**src/rtl/pipe_monitor_pkg.sv**
```systemverilog
// Shared types and helpers for the pipeline-activity monitor.
package pipe_monitor_pkg;

  localparam int STATE_W = 2;

  // Monitor phases; HALT is left only through reset.
  typedef enum logic [STATE_W-1:0] {
    RUN   = 2'd0,
    DRAIN = 2'd1,
    HALT  = 2'd2
  } state_t;

  // Counter-select width: NSTAGE stage counters plus one cycle counter.
  function automatic int sel_width(input int nstage);
    return $clog2(nstage + 1);
  endfunction

endpackage

```
**src/rtl/pipe_monitor_sat_counter.sv**
```systemverilog
// Saturating up-counter: holds at all-ones instead of wrapping.
module sat_counter #(
  parameter int W = 32
) (
  input  logic         clk,
  input  logic         reset,
  input  logic         clr,
  input  logic         inc,
  output logic [W-1:0] q
);

  // Count register with synchronous active-low reset and clear.
  always_ff @(posedge clk) begin
    // NOTE: sequential state uses <= so every flop samples pre-edge values.
    if (!reset) begin
      q <= '0;
    end else if (clr) begin
      q <= '0;
    end else if (inc && (q != '1)) begin
      q <= q + W'(1);
    end
  end

endmodule

```
**src/rtl/pipe_monitor.sv**
```systemverilog
// Pipeline-activity monitor: per-stage and cycle counters, pass/fail
// detection by fetch PC, retire watchdog, and a bounded drain phase.
module pipe_monitor
  import pipe_monitor_pkg::*;
#(
  parameter int NSTAGE    = 4,
  parameter int XLEN      = 32,
  parameter int CNT_W     = 32,
  parameter int TIMEOUT   = 4096,
  parameter int DRAIN_MAX = 16
) (
  input  logic                         clk,
  input  logic                         reset,
  input  logic                         enable,
  input  logic [NSTAGE-1:0]            stage_v,
  input  logic                         fetch_v,
  input  logic [XLEN-1:0]              fetch_pc,
  input  logic [XLEN-1:0]              pass_pc,
  input  logic [XLEN-1:0]              fail_pc,
  input  logic [sel_width(NSTAGE)-1:0] rd_sel,
  output logic [CNT_W-1:0]             rd_data,
  output logic [STATE_W-1:0]           state,
  output logic                         pass,
  output logic                         fail,
  output logic                         timeout,
  output logic                         done
);

  localparam int SEL_W   = sel_width(NSTAGE);
  localparam int IDLE_W  = $clog2(TIMEOUT);
  localparam int DRAIN_W = $clog2(DRAIN_MAX + 1);

  state_t              cur_state;
  state_t              next_state;
  logic                set_pass;
  logic                set_fail;
  logic                set_timeout;
  logic [IDLE_W-1:0]   idle_cnt;
  logic [DRAIN_W-1:0]  drain_cnt;
  logic                retire;
  logic                fail_hit;
  logic                pass_hit;
  logic                counting;
  logic [NSTAGE:0]     inc;
  logic [CNT_W-1:0]    counts [NSTAGE+1];
  logic [CNT_W-1:0]    rd_next;

  assign retire   = stage_v[NSTAGE-1];
  assign fail_hit = fetch_v && (fetch_pc == fail_pc);
  assign pass_hit = fetch_v && (fetch_pc == pass_pc);

  // Counting stops for good once HALT is reached; the top bit is the cycle counter.
  assign counting = enable && (cur_state != HALT);
  assign inc      = {counting, stage_v & {NSTAGE{counting}}};

  for (genvar i = 0; i <= NSTAGE; i++) begin : g_cnt
    sat_counter #(.W(CNT_W)) u_cnt (
      .clk   (clk),
      .reset (reset),
      .clr   (1'b0),
      .inc   (inc[i]),
      .q     (counts[i])
    );
  end

  // Read mux: select a counter, zero for any select past the cycle counter.
  always_comb begin
    // NOTE: default assigned first so no path leaves rd_next unassigned (no latch).
    rd_next = '0;
    for (int i = 0; i <= NSTAGE; i++) begin
      if (rd_sel == SEL_W'(i)) rd_next = counts[i];
    end
  end

  // Registered read port: shows counter values as of the previous edge.
  always_ff @(posedge clk) begin
    if (!reset) rd_data <= '0;
    else        rd_data <= rd_next;
  end

  // Watchdog: consecutive non-retire cycles while in RUN.
  always_ff @(posedge clk) begin
    if (!reset)                 idle_cnt <= '0;
    else if (cur_state == RUN)  idle_cnt <= retire ? '0 : idle_cnt + IDLE_W'(1);
  end

  // Drain timer: cycles spent in DRAIN so far.
  always_ff @(posedge clk) begin
    if (!reset)                  drain_cnt <= '0;
    else if (cur_state == DRAIN) drain_cnt <= drain_cnt + DRAIN_W'(1);
    else                         drain_cnt <= '0;
  end

  // Next-state logic: fail beats pass, and either beats the watchdog.
  always_comb begin
    next_state  = cur_state;
    set_pass    = 1'b0;
    set_fail    = 1'b0;
    set_timeout = 1'b0;
    case (cur_state)
      RUN: begin
        if (fail_hit) begin
          set_fail   = 1'b1;
          next_state = DRAIN;
        end else if (pass_hit) begin
          set_pass   = 1'b1;
          next_state = DRAIN;
        end else if (!retire && (idle_cnt == IDLE_W'(TIMEOUT - 1))) begin
          set_timeout = 1'b1;
          next_state  = HALT;
        end
      end
      DRAIN: begin
        if ((stage_v == '0) || (drain_cnt == DRAIN_W'(DRAIN_MAX - 1))) next_state = HALT;
      end
      HALT:    next_state = HALT;
      default: next_state = RUN;
    endcase
  end

  // State register and sticky result flags.
  always_ff @(posedge clk) begin
    if (!reset) begin
      cur_state <= RUN;
      pass      <= 1'b0;
      fail      <= 1'b0;
      timeout   <= 1'b0;
    end else begin
      cur_state <= next_state;
      pass      <= pass    | set_pass;
      fail      <= fail    | set_fail;
      timeout   <= timeout | set_timeout;
    end
  end

  assign state = cur_state;
  assign done  = (cur_state == HALT);

endmodule
```
**config.mk**
```make
export PLATFORM = sky130hd
export DESIGN_NAME = pipe_monitor
export DESIGN_NICKNAME = d
export VERILOG_FILES = /design/src/rtl/pipe_monitor_pkg.sv /design/src/rtl/pipe_monitor_sat_counter.sv /design/src/rtl/pipe_monitor.sv
export SDC_FILE = /design/constraint.sdc
export NUM_CORES = 1
export LEC_CHECK = 0
export ABC_AREA = 1
export BUFFER_PORTS_ARGS = -buffer_cell sky130_fd_sc_hd__buf_2
export CORE_MARGIN = 4
export CORE_UTILIZATION = 25
export CTS_CLUSTER_SIZE = 16
export DETAILED_ROUTE_END_ITERATION = 6
export PLACE_DENSITY = 0.38
export RECOVER_POWER = 100
export SETUP_SLACK_MARGIN = 0.3
export SYNTH_ARGS = -nofsm -noshare
export SYNTH_HDL_FRONTEND = slang
export SYNTH_HIERARCHICAL = 1
export SYNTH_SLANG_ARGS = --single-unit
export TNS_END_PERCENT = 10
```
**constraint.sdc**
```tcl
create_clock -name clk -period 5.4 [get_ports clk]
set_clock_uncertainty 0.15 [all_clocks]
set_input_delay 0.27 -clock clk [delete_from_list [all_inputs] [get_ports clk]]
set_output_delay 0.27 -clock clk [all_outputs]
set_load 0.01 [all_outputs]
```
Yosys cells after proc, flatten, opt, wreduce, memory -nomap -nowiden
Cells that the tools add are included.
{"block": "totals", "regBits": 214, "input_bits": 107, "out_inout_bits": 38, "wordCells": 77}
{"block": "op_classes", "add_sub_neg": 7, "eq_ne": 18, "n_mux": 20, "bitwise_logic": 4, "n_reduce_logical": 16}
{"cell": "$add 32x1->32 const B", "count": 5}
{"cell": "$mux 32", "count": 5}
{"cell": "$ne 32x32->1 const B", "count": 5}
{"cell": "$eq 32x32->1", "count": 2}
{"cell": "$add 12x1->12 const B", "count": 1}
{"cell": "$eq 12x12->1 const B", "count": 1}
{"cell": "$mux 12", "count": 1}
{"cell": "$logic_and 1x1->1", "count": 9}
{"cell": "$mux 1", "count": 9}
{"cell": "$mux 2", "count": 4}
{"cell": "$eq 3x2->1 const B", "count": 2}
{"cell": "$pmux 2 s3", "count": 1}
{"cell": "$add 5x1->5 const B", "count": 1}
{"cell": "$eq 5x4->1 const B", "count": 1}
{"cell": "$and 4x4->4", "count": 1}
{"cell": "$logic_not 4->1", "count": 1}
{"cell": "$ne 4x3->1 const B", "count": 1}
{"cell": "$reduce_and 2->1", "count": 2}
{"cell": "$eq 3x1->1 const B", "count": 1}
{"cell": "$eq 3x3->1 const B", "count": 1}
{"cell": "$logic_not 3->1", "count": 1}
{"cell": "$or 1x1->1", "count": 3}
{"cell": "$eq 2x1->1 const B", "count": 1}
{"cell": "$eq 2x2->1 const B", "count": 1}
{"cell": "other kinds (5)", "count": 5}

Logic depth before layout (Yosys ltp)
{"block": "logic_depth", "ltp_word": 7, "mapped_depth": 15, "ltp_nobuf": 15}

Modules after synthesis
Netlist, hierarchy kept.
{"mod": "sat_counter", "instances": 5, "cells_per_inst": 332, "area_per_inst_um2": 2069.5, "seq_area_each_um2": 640.6}
{"mod": "pipe_monitor", "instances": 1, "cells_per_inst": 884, "area_per_inst_um2": 4899.7, "seq_area_each_um2": 1081.0}

Least setup slack after synthesis
Ideal clock, no wire load.
{"block": "synth_path", "path_kind": "flip-flop to flip-flop", "start": "reg cur_state[0], in the netlist state[0]", "end": "reg g_cnt[0].u_cnt.q[23]", "setup_time_ns": 0.115, "arrival_time_ns": 2.010, "setup_slack_ns": 3.125, "path_stages_with_launch": 12, "n_path_buf": 1, "synth_period_minus_slack_ns": 2.275, "path_cell_list": "dfxtp_1 inv_1 ha_1 nor2_1 inv_1 nor2_1 clkbuf_1 nand3b_1 nor3_1 nand3_1 nand2_1 nor2_1"}
{"block": "synth_between", "elab_chain_cells": 4}
{"element": "from (decl)", "line": "pipe_monitor.sv:33", "text": "state_t cur_state;"}
{"element": "from (signal assigned)", "line": "pipe_monitor.sv:129", "text": "cur_state <= next_state;"}
{"element": "$ne 2x2->1", "line": "pipe_monitor.sv:53", "text": "assign counting = enable && (cur_state != HALT);"}
{"element": "$logic_and 1x1->1", "line": "pipe_monitor.sv:53"}
{"element": "via counting", "line": "pipe_monitor.sv:43", "text": "logic counting;"}
{"element": "$and 4x4->4", "line": "pipe_monitor.sv:54", "text": "assign inc = {counting, stage_v & {NSTAGE{counting}}};"}
{"element": "via inc[0]", "line": "pipe_monitor.sv:44", "text": "logic [NSTAGE:0] inc;"}
{"element": "$logic_and 1x1->1", "line": "pipe_monitor_sat_counter.sv:19", "text": "end else if (inc && (q != '1)) begin"}
{"element": "to (signal assigned)", "line": "pipe_monitor_sat_counter.sv:20", "text": "q <= q + W'(1);"}
{"element": "to (decl)", "line": "pipe_monitor_sat_counter.sv:9", "text": "output logic [W-1:0] q"}
The timed path passes the listed nets, and every way through them passes these cells.
A chain may end at the register's enable or synchronous reset.

Worst setup path after layout
{"block": "layout_path", "start": "reg cur_state[0], in the netlist state[0]", "end": "reg g_cnt[3].u_cnt.q[27]"}
{"block": "layout_between", "elab_chain_cells": 4}
{"element": "$ne 2x2->1", "line": "pipe_monitor.sv:53"}
{"element": "$logic_and 1x1->1", "line": "pipe_monitor.sv:53"}
{"element": "via counting", "line": "pipe_monitor.sv:43"}
{"element": "$and 4x4->4", "line": "pipe_monitor.sv:54"}
{"element": "via inc[3]", "line": "pipe_monitor.sv:44"}
{"element": "$logic_and 1x1->1", "line": "pipe_monitor_sat_counter.sv:19"}
{"element": "to (signal assigned)", "line": "pipe_monitor_sat_counter.sv:20"}
{"element": "to (decl)", "line": "pipe_monitor_sat_counter.sv:9"}
The timed path passes the listed nets, and every way through them passes these cells.

==> metrics.cfg <==
[cts]
clk_path_buf_depth=3
cts.clk_slew.worst_paths_ns=0.06
cts_max_level=1
post_cts_buffers=0
cts_inserted_buffers=28
cts_tree=built
clkSinkCount=214
clock_latency_ns=0.56
root_buffer=clkbuf_16

[finish]
finalNonFillerCells=3485
nets=2798
fin_util=0.2899
drive_above_1_share=0.1114
design_area_um2=17500
area_delta_synth_final_pct=14.78

[flow_run]
maxCapViolCount=1

[logic_synthesis]
yosysWarningCount=6
ys_seq_area_frac=0.2810
synth_edf_count=0
ys.flop_type=dfxtp_1
syn_area_um2=15250
avgSynthCellArea_um2=5.993
synthCells=2544
async_reset_ff_frac=0
ys_seq_elements=214
yosysUniqueCellTypes=44

[global_routing]
grt_pass1_wl_mm=89.75
antenna_found_initial=1
track_usage=0.1776
grt_max_degree=35
gr-total-overflow=0
grt_pass1_vias=15110

[pwr]
pwr-share-seq=0.376
power_frac_comb=0.123
ir_drop_mv=0.2177
power_mw=4.328
p_per_area_nw_per_um2=247.3
internal_power_mw=3.146
switchingPower_mw=1.182
power_frac_clock=0.501
switching_share=0.2731
leakage_nw=6.787

[die]
rows=90
die_h_um=255.0
ios=145
start_util=0.2526
die_x_um=255.0
core_area_um2=60360
dieArea_um2=65000

[setup_path]
crit_type=reg -> reg
crit_chain=inv_1, ha_1, nor2_1, clkbuf_1, inv_1, nor2_1, clkbuf_1, nand2_1, nor2_1, nand3_1, inv_1, nand2_1, nor2_1, nand3_2, nand2_1, nor2_1
critPathMaxStageDelay_ns=0.56
reg2reg_depth=16
startpoint_type=flip-flop
crit_fanout=13
cp-end-kind=flip-flop
rr_startpoint=state[0]
worstPathRequired_ns=5.70
cp_slowest_cell=clkbuf_1
r2r_slack_ns=1.75
r2r-end=g_cnt[3].u_cnt/q[27]
worstPathArrival_ns=3.96
crit_top_cell=nor2_1

[route]
num_vias=16090
antenna_left=0
wl_mm=59.44
viasPerCell=4.617
drtIter0Drc=1051
wire_per_inst_um=17.06
drt_pass1_iterations=6
drc=0

[place]
dpl.cell_count=3429
post-place-ws_ns=2.223
gp_congestion=0.9308
dpl_cell_area_um2=16680
dp.final_hpwl_mm=47.48
port_buffers=144

[sta]
finalCritPeriodShare=0.6769
report.final.slew_viol_count=21
slew_headroom=-0.1681
fin_setup_tns_ns=0
hold_viol=0
whs_ns=0.1084
tightest_slew_ns=1.746
timing.final.ws_setup_ns=1.745
finalCriticalPeriod_ns=3.655
final-setup-viol-count=0
rsz0062_at_grt=false
max_freq_ghz=0.2736

[run_status]
violations=capacitance limit, slew limit
outcome=finished with violations

[min_path]
hold_class=in -> reg
min_delay_worst_endpoint=timeout
whs_path_depth=4
hold_start=fetch_v

## Yosys cell counts, drive strengths merged, types with 6 or more instances
cell type | instances | area (um2)
nand3b | 18 | 135.1
o22ai | 31 | 193.9
or2 | 6 | 37.54
dfxtp | 214 | 4284
nor2 | 518 | 2283
nand2 | 756 | 2990
buf | 43 | 351.6
nand3 | 192 | 1181
nor3 | 48 | 256.5
a31oi | 32 | 200.2
a21oi | 178 | 909.6
inv | 352 | 1321
ha | 12 | 150.1
and2 | 14 | 87.58
nand4 | 49 | 306.5
o21ai | 17 | 85.08
clkbuf | 16 | 60.06
xor2 | 12 | 105.1
xnor2 | 26 | 235.2
## critical path: cells and delay by family (launching register included)
kind / cells / cell delay, ns
buf+inv: 5 / 1.52
simple gates: 10 / 1.26
flops: 1 / 0.40
fa+ha+maj: 1 / 0.21
## logic make-up after synthesis
group	after synthesis	synth area share
adders and majority gates	12	0.009847
buffers and inverters	412	0.1139
AOI/OAI and AO/OA	263	0.09363
other	1	0.0002459
DFF	214	0.2810
and+or+nand+nor	1604	0.4791
xor gates and xnor gates	38	0.02232
## power by group through the flow
stage | registers [mW] | logic [mW] | clock network [mW]
3_5_place_dp | 1.66 | 0.547 | 0
2_1_floorplan | 1.66 | 0.346 | 0
3_3_place_gp | 1.66 | 0.544 | 0
6_report | 1.63 | 0.531 | 2.17
5_1_grt | 1.63 | 0.602 | 2.30
4_1_cts | 1.63 | 0.551 | 2.25
## cells in the final DEF, fill, tap and decap left out, drive strengths merged, types with 12 or more instances in the layout
cell / n
a21oi: 178
a31oi: 32
and2: 14
buf: 114
clkbuf: 74
dfxtp: 214
ha: 12
inv: 353
nand2: 756
nand3: 192
nand3b: 18
nand4: 49
nor2: 518
nor3: 48
o21ai: 17
o22ai: 31
xnor2: 26
xor2: 12
## layout make-up
cell class / count / area [um2]
Antenna cell: 2 / 5.005
Clock buffer: 30 / 739.5
Clock inverter: 22 / 336.6
Fill cell: 6899 / 42860
Inverter: 353 / 1325
Multi-Input combinational cell: 1922 / 9054
Sequential cell: 214 / 4284
Tap cell: 782 / 978.4
Timing Repair Buffer: 160 / 778.2
## worst max-delay path by stage
stage | start | to | slack [ns] | depth (start not counted)
2_1_floorplan | state[0] | g_cnt[0].u_cnt/q[23] | 3.12 | 11
3_3_place_gp | state[0] | g_cnt[1].u_cnt/q[27] | 2.35 | 15
3_5_place_dp | state[0] | g_cnt[1].u_cnt/q[27] | 2.22 | 15
4_1_cts | state[0] | g_cnt[1].u_cnt/q[27] | 2.24 | 15
5_1_grt | state[0] | g_cnt[3].u_cnt/q[15] | 1.40 | 17
6_report | state[0] | g_cnt[3].u_cnt/q[27] | 1.75 | 16
## sequential cells by signal, summed over array words and instances, names as in the netlist
name,cells
g_cnt.u_cnt/q,160
rd_data,32
idle_cnt,12
drain_cnt,5
state,2
fail,1
pass,1
timeout,1
## routing by layer
| layer | track usage | share of wire |
|---|---|---|
| met1 | 0.2474 | 0.48 |
| met2 | 0.3015 | 0.47 |
| met3 | 0.01849 | 0.040 |
| met4 | 0.03274 | 0.016 |
| met5 | 0 | 0 |
## repair_timing
| item | 4_1_cts | 5_1_grt |
|---|---|---|
| hold buffers | 2 | 0 |
| resized for setup | 0 | 0 |
| hold endpoints to repair | 4 | 0 |
No activity file was read; power rests on OpenSTA's default activity.
